$ cat config.mk
export PLATFORM = sky130hd
export DESIGN_NAME = image_loader
export DESIGN_NICKNAME = d
export VERILOG_FILES = /design/src/rtl/image_loader.sv
export SDC_FILE = /design/constraint.sdc
export NUM_CORES = 1
export LEC_CHECK = 0
export BUFFER_PORTS_ARGS = -buffer_cell sky130_fd_sc_hd__buf_2
export CORE_ASPECT_RATIO = 2
export CORE_MARGIN = 2
export CORE_UTILIZATION = 32
export CTS_BUF_LIST = sky130_fd_sc_hd__clkbuf_4 sky130_fd_sc_hd__clkbuf_8
export CTS_CLUSTER_DIAMETER = 40
export DETAILED_ROUTE_END_ITERATION = 8
export GPL_ROUTABILITY_DRIVEN = 0
export HOLD_SLACK_MARGIN = 0.06
export PLACE_DENSITY = 0.48
export SLEW_MARGIN = 25
export SYNTH_ARGS = -nofsm -noshare
export SYNTH_HDL_FRONTEND = slang
export SYNTH_SLANG_ARGS = --single-unit
$ cat constraint.sdc
create_clock -name clk -period 3.5 [get_ports clk]
set_input_delay 0.35 -clock clk [delete_from_list [all_inputs] [get_ports clk]]
set_output_delay 0.35 -clock clk [all_outputs]
set_load 0.02 [all_outputs]
$ cat src/rtl/image_loader.sv
// image_loader: streams an H x W frame from a 1-cycle-latency memory into an
// input FIFO through a 2-entry in-order skid buffer, one pixel per cycle.
//
// Optional feature macro: IMAGE_LOADER_ZERO_PAD_EN
//   defined   -> (H+2) x (W+2) frame with a zero border inserted locally
//   undefined -> plain H x W frame
//
// Ports:
//   clk, resetn       clock, asynchronous active-low reset
//   start_i           one-cycle frame start request (honoured in IDLE only)
//   base_addr_i       address of pixel (0,0), sampled on start accept
//   mem_ren_o         memory read strobe
//   mem_addr_o        memory read address
//   mem_rdata_i       read data, valid one cycle after mem_ren_o
//   fifo_wen_o        input-FIFO write strobe
//   fifo_wdata_o      input-FIFO write data (oldest buffered pixel)
//   fifo_full_i       input-FIFO full flag
//   busy_o            frame in progress
//   done_o            one-cycle pulse after the last pixel is written
module image_loader #(
    parameter int H         = 24,
    parameter int W         = 24,
    parameter int DATA_BITS = 8,
    parameter int ADDR_BITS = 10
) (
    input  logic                 clk,
    input  logic                 resetn,
    input  logic                 start_i,
    input  logic [ADDR_BITS-1:0] base_addr_i,
    output logic                 mem_ren_o,
    output logic [ADDR_BITS-1:0] mem_addr_o,
    input  logic [DATA_BITS-1:0] mem_rdata_i,
    output logic                 fifo_wen_o,
    output logic [DATA_BITS-1:0] fifo_wdata_o,
    input  logic                 fifo_full_i,
    output logic                 busy_o,
    output logic                 done_o
);

`ifdef IMAGE_LOADER_ZERO_PAD_EN
    localparam int ROWS = H + 2;
    localparam int COLS = W + 2;
`else
    localparam int ROWS = H;
    localparam int COLS = W;
`endif

    localparam int RW = ($clog2(ROWS + 1) < 1) ? 1 : $clog2(ROWS + 1);
    localparam int CW = ($clog2(COLS + 1) < 1) ? 1 : $clog2(COLS + 1);

    localparam logic [RW-1:0] R_LAST = RW'(ROWS - 1);
    localparam logic [CW-1:0] C_LAST = CW'(COLS - 1);

    typedef enum logic [1:0] {
        IDLE  = 2'd0,
        RUN   = 2'd1,
        DRAIN = 2'd2
    } state_t;

    state_t state_q;
    state_t state_d;

    logic [RW-1:0]        row_q;
    logic [CW-1:0]        col_q;
    logic [ADDR_BITS-1:0] addr_q;
    logic [DATA_BITS-1:0] buf_q [2];
    logic                 head_q;
    logic [1:0]           occ_q;
    logic                 inflight_q;

    logic                 wr_en;
    logic [DATA_BITS-1:0] wr_data;
    logic [2:0]           load;
    logic                 room;
    logic                 issue;
    logic                 rd_issue;
    logic                 pad_push;
    logic                 bypass;
    logic                 pop;
    logic                 land_push;
    logic                 push;
    logic [DATA_BITS-1:0] push_data;
    logic                 last_pix;
    logic                 drain_done;
    logic                 accept;
`ifdef IMAGE_LOADER_ZERO_PAD_EN
    logic                 border;
`endif

    // Datapath control. Returning read data bypasses the buffer when the
    // buffer is empty and the FIFO can take it, which gives the 2-cycle
    // start-to-first-write latency and 1 pixel/cycle in steady state.
    always_comb begin
        wr_en      = ((occ_q != 2'd0) || inflight_q) && !fifo_full_i;
        wr_data    = '0;
        if (occ_q != 2'd0) begin
            wr_data = buf_q[head_q];
        end else if (inflight_q) begin
            wr_data = mem_rdata_i;
        end
        // Entries committed after this cycle must never exceed two.
        load       = {1'b0, occ_q} + {2'b00, inflight_q};
        room       = load <= ({2'b00, wr_en} + 3'd1);
        last_pix   = (row_q == R_LAST) && (col_q == C_LAST);
        drain_done = (occ_q == 2'd0) && !inflight_q;
        accept     = (state_q == IDLE) && start_i;
`ifdef IMAGE_LOADER_ZERO_PAD_EN
        border     = (row_q == '0) || (row_q == R_LAST) ||
                     (col_q == '0) || (col_q == C_LAST);
        // A zero can only be inserted once the previous read has landed,
        // otherwise it would overtake that pixel.
        issue      = (state_q == RUN) && room &&
                     (!border || !inflight_q);
        rd_issue   = issue && !border;
        pad_push   = issue && border;
`else
        issue      = (state_q == RUN) && room;
        rd_issue   = issue;
        pad_push   = 1'b0;
`endif
        bypass     = wr_en && (occ_q == 2'd0);
        pop        = wr_en && (occ_q != 2'd0);
        land_push  = inflight_q && !bypass;
        push       = land_push || pad_push;
`ifdef IMAGE_LOADER_ZERO_PAD_EN
        push_data  = land_push ? mem_rdata_i : '0;
`else
        push_data  = mem_rdata_i;
`endif
    end

    // FSM state register
    always_ff @(posedge clk or negedge resetn) begin
        if (!resetn) begin
            state_q <= IDLE;
        end else begin
            state_q <= state_d;
        end
    end

    // FSM next state
    always_comb begin
        state_d = state_q;
        unique case (state_q)
            IDLE: begin
                if (start_i) begin
                    state_d = RUN;
                end
            end
            RUN: begin
                if (issue && last_pix) begin
                    state_d = DRAIN;
                end
            end
            DRAIN: begin
                if (drain_done) begin
                    state_d = IDLE;
                end
            end
            default: state_d = IDLE;
        endcase
    end

    // FSM outputs
    always_comb begin
        mem_ren_o    = rd_issue;
        mem_addr_o   = addr_q;
        fifo_wen_o   = wr_en;
        fifo_wdata_o = wr_data;
        busy_o       = (state_q != IDLE);
        done_o       = (state_q == DRAIN) && drain_done;
    end

    // Pixel counters and read address
    always_ff @(posedge clk or negedge resetn) begin
        if (!resetn) begin
            row_q  <= '0;
            col_q  <= '0;
            addr_q <= '0;
        end else if (accept) begin
            row_q  <= '0;
            col_q  <= '0;
            addr_q <= base_addr_i;
        end else if (issue) begin
            if (col_q == C_LAST) begin
                col_q <= '0;
                row_q <= row_q + RW'(1);
            end else begin
                col_q <= col_q + CW'(1);
            end
            if (rd_issue) begin
                addr_q <= addr_q + ADDR_BITS'(1);
            end
        end
    end

    // In-flight flag and 2-entry buffer. With two entries held and a
    // simultaneous push/pop, the push lands in the slot being vacated.
    always_ff @(posedge clk or negedge resetn) begin
        if (!resetn) begin
            inflight_q <= 1'b0;
            head_q     <= 1'b0;
            occ_q      <= 2'd0;
            buf_q[0]   <= '0;
            buf_q[1]   <= '0;
        end else begin
            inflight_q <= rd_issue;
            if (push) begin
                buf_q[head_q ^ occ_q[0]] <= push_data;
            end
            if (pop) begin
                head_q <= ~head_q;
            end
            unique case ({push, pop})
                2'b10:   occ_q <= occ_q + 2'd1;
                2'b01:   occ_q <= occ_q - 2'd1;
                default: occ_q <= occ_q;
            endcase
        end
    end

endmodule

==> impl_metrics.tcl <==
set metrics [dict create \
    dieArea_mm2 0.00782 \
    combPwrFrac_pct 55.3 \
    synth_top_family_by_area "simple AND/OR/NAND/NOR gates" \
    hpwl_um 3810 \
    vias 1819 \
    worst-setup-path-type "flop to primary output" \
    finalCritPeriodShare_pct 90.4 \
    rows 43 \
    initial_core_util_pct 32.9 \
    synth-compound-area-share_pct 11.6 \
    final_nets 299 \
    slew_headroom_pct 57.6 \
    synth_cells 222 \
    yosysWarnings 0 \
    numCtsBuffers 5 \
    synth_area_mm2 0.00227 \
    swShare_pct 45.3 \
    synth.avg_cell_area_um2 10.2 \
    port_buffers 43 \
    final_cells 360 \
    final.min_clock_period_ns 3.16 \
    synthAdderAreaFrac_pct 4.75 \
    h-tree-depth 2 \
    grt_pass1_vias 1824 \
    drt_first_pass_iters 4 \
    drtAntennaViolNets 0 \
    insertion_delay_ns 0.30 \
    synth_cell_type_count 43 \
    yosys-top-cells-count "42 x dfrtp_1, 18 x nand2_1, 18 x nor2_1, 16 x mux2_2, 15 x o21ai_0" \
    crit_fanout 9 \
    required_ns 3.15 \
    antenna_found_initial 0 \
    yosys_most_used_dff "dfrtp_1" \
    fp.coreArea_mm2 0.00689 \
    remaining_drc_errors 0 \
    synthMostInstantiatedCell "dfrtp_1" \
    syn_nets 252 \
    wl_per_cell_um 14.6 \
    synth-async-reset-ratio_pct 100 \
    syn_to_final_growth_pct 19.1 \
    grt_start_max_net_pins 43 \
    pin_count 44 \
    rsz0062_at_grt "no" \
    tightest_slew_ns 0.636 \
    synth-simple-area-share_pct 17.7 \
    worstSetupStartpoint "occ_q[1]$_DFFE_PN0P_" \
    power_density_mw_per_mm2 1040 \
    vdd_ir_drop_max_v 0.000631 \
    synth-seq-cells 42 \
    routed_via_density 5.05 \
    cts_tree "built" \
    leakage_nw 1.21 \
    finalPower_w 0.00281 \
    seq_area_frac_synth_pct 46.4 \
    postCtsSetupBuffers 0 \
    clock_sinks 42 \
    synth_area_leader_cell "dfrtp_1" \
    wirelength_um 5270 \
    root_buffer "clkbuf_8" \
    final_hold_viol_count 0 \
    synth-xor-area-share_pct 3.09 \
    dp_cells 352 \
    fmax_ghz 0.316 \
    p_sw_w 0.00127 \
    drv_cap 0 \
    grt_overflow 0 \
    synth.area.top_cells "dfrtp_1 46%, mux2_2 7.9%, mux2i_1 5.7%, ha_1 3.9%, o21ai_0 3.3%" \
    seq_power_share_pct 32.7 \
    p_int_w 0.00154 \
    status "complete, no violations" \
    slew_violations 0 \
    end_kind "primary output" \
    synth_edf_count 0 \
    skew_ns 0.00873 \
    setup_viol 0 \
    die_h_um 123 \
    crit_path_start_kind "flop" \
    synth_mux_area_share_pct 13.7 \
    dieWidth_um 63.5 \
    grtUsageTotal_pct 14.9 \
    netlist.area_leader.share_pct 46.4 \
    timing.hold.ws_ns 0.0253 \
    drtIter0Drc 33 \
    setup_tns_ns 0 \
    cts_buffer_depth 2 \
    drive_gt1_share_pct 29.3 \
    clk_pin_slew_ns 0.08 \
    arrival_ns 2.81 \
    antenna_cells 0 \
    min_path_type "input pin to asynchronous set/reset pin" \
    grt_pass1_wl_um 9030 \
    clock_power_share_pct 12.0 \
    r2r_start "occ_q[1]$_DFFE_PN0P_" \
]
[final cells by class]
type	instances	area (um^2)
multi-input combinational	165	1160
tap	90	113
clock buffer	6	82.6
inverter	6	22.5
fill	755	4190
clock inverter	2	12.5
sequential	42	1050
timing repair buffer	49	263
[placed cells by master, fill, tap and decap left out, types with 2 or more instances in the layout]
| cell | synthesis | layout |
|---|---|---|
| buf_2 | 1 | 42 |
| clkbuf_8 | 0 | 6 |
| nor2_1 | 18 | 18 |
| or4_1 | 5 | 5 |
| nand4_1 | 4 | 4 |
| a211oi_1 | 3 | 3 |
| dfrtp_1 | 42 | 42 |
| or2_2 | 2 | 2 |
| nor3b_1 | 2 | 2 |
| nand3_1 | 13 | 13 |
| buf_4 | 0 | 7 |
| xnor2_1 | 7 | 7 |
| or3_1 | 2 | 2 |
| a31oi_1 | 6 | 6 |
| mux2i_1 | 13 | 13 |
| a21oi_1 | 7 | 7 |
| inv_1 | 5 | 5 |
| mux2_2 | 16 | 16 |
| o31ai_1 | 6 | 5 |
| nand2_1 | 18 | 18 |
| ha_1 | 7 | 7 |
| nand2b_1 | 3 | 3 |
| o21ai_0 | 15 | 15 |
[cells by family after synthesis]
kind of cell | count (synthesis)
simple gates | 77
compound gates | 43
xor+xnor | 8
mux | 29
flops | 42
fa+ha+maj | 8
buf+inv | 15
[metrics by stage]
stage	setup slack (ns)	util, %	cell area [um^2]
2_1_floorplan	0.375	-	2270
3_3_place_gp	0.620	37.7	2600
3_5_place_dp	0.562	37.7	2600
4_1_cts	0.231	39.1	2690
5_1_grt	0.0930	39.2	2700
6_report	0.335	39.2	2700
[final timing paths]
path	to	slack, ns	cells past startpoint
hold reg to reg	buf_q[10]$_DFFE_PN0P_	0.51	1
setup reg to reg	mem_addr_o[5]$_DFFE_PN0P_	0.53	9
setup / recovery	mem_ren_o	0.34	8
hold / removal	buf_q[4]$_DFFE_PN0P_	0.03	1
min in group clk	mem_addr_o[0]$_DFFE_PN0P_	0.24	3
max in group asynchronous	col_q[3]$_DFFE_PN0P_	3.08	1
[per-layer routing]
layer | routed length [um] | global-route usage (%) | vias to the layer above
li1 | - | - | 894
met1 | 2130 | 16.5 | 878
met2 | 2850 | 27.5 | 41
met3 | 184 | 2.73 | 6
met4 | 104 | 6.52 | 0
met5 | 0 | 0 | -
[repair_timing]
action,CTS,global route
gates resized for setup,0,1
hold endpoints to repair,0,0
setup endpoints to repair,0,1
hold buffers,0,0
[power groups by stage]
stage | combinational, W | clock (W) | sequential (W)
floorplan | 0.00113 | 0 | 0.000928
global placement | 0.00154 | 0 | 0.000926
detailed placement | 0.00156 | 0 | 0.000934
CTS | 0.00156 | 0.000354 | 0.000922
global route | 0.00174 | 0.000374 | 0.000959
finish | 0.00155 | 0.000336 | 0.000917
[critical path, stage by stage, from the launching register on]
cell and delay [ns]:
dfrtp_1 0.46, nor3_1 0.19, or2_2 0.15, inv_1 0.06, fa_1 0.52, o31ai_2 0.40, a21o_1 0.19, clkinv_1 0.27
buf_2 0.27
[flip-flops by register name (all words and copies together) (netlist names)]
register and count:
buf_q 16, col_q 5, head_q 1, inflight_q 1
mem_addr_o 10, occ_q 2, row_q 5, state_q 2
No activity file was read; power rests on OpenSTA's default activity.
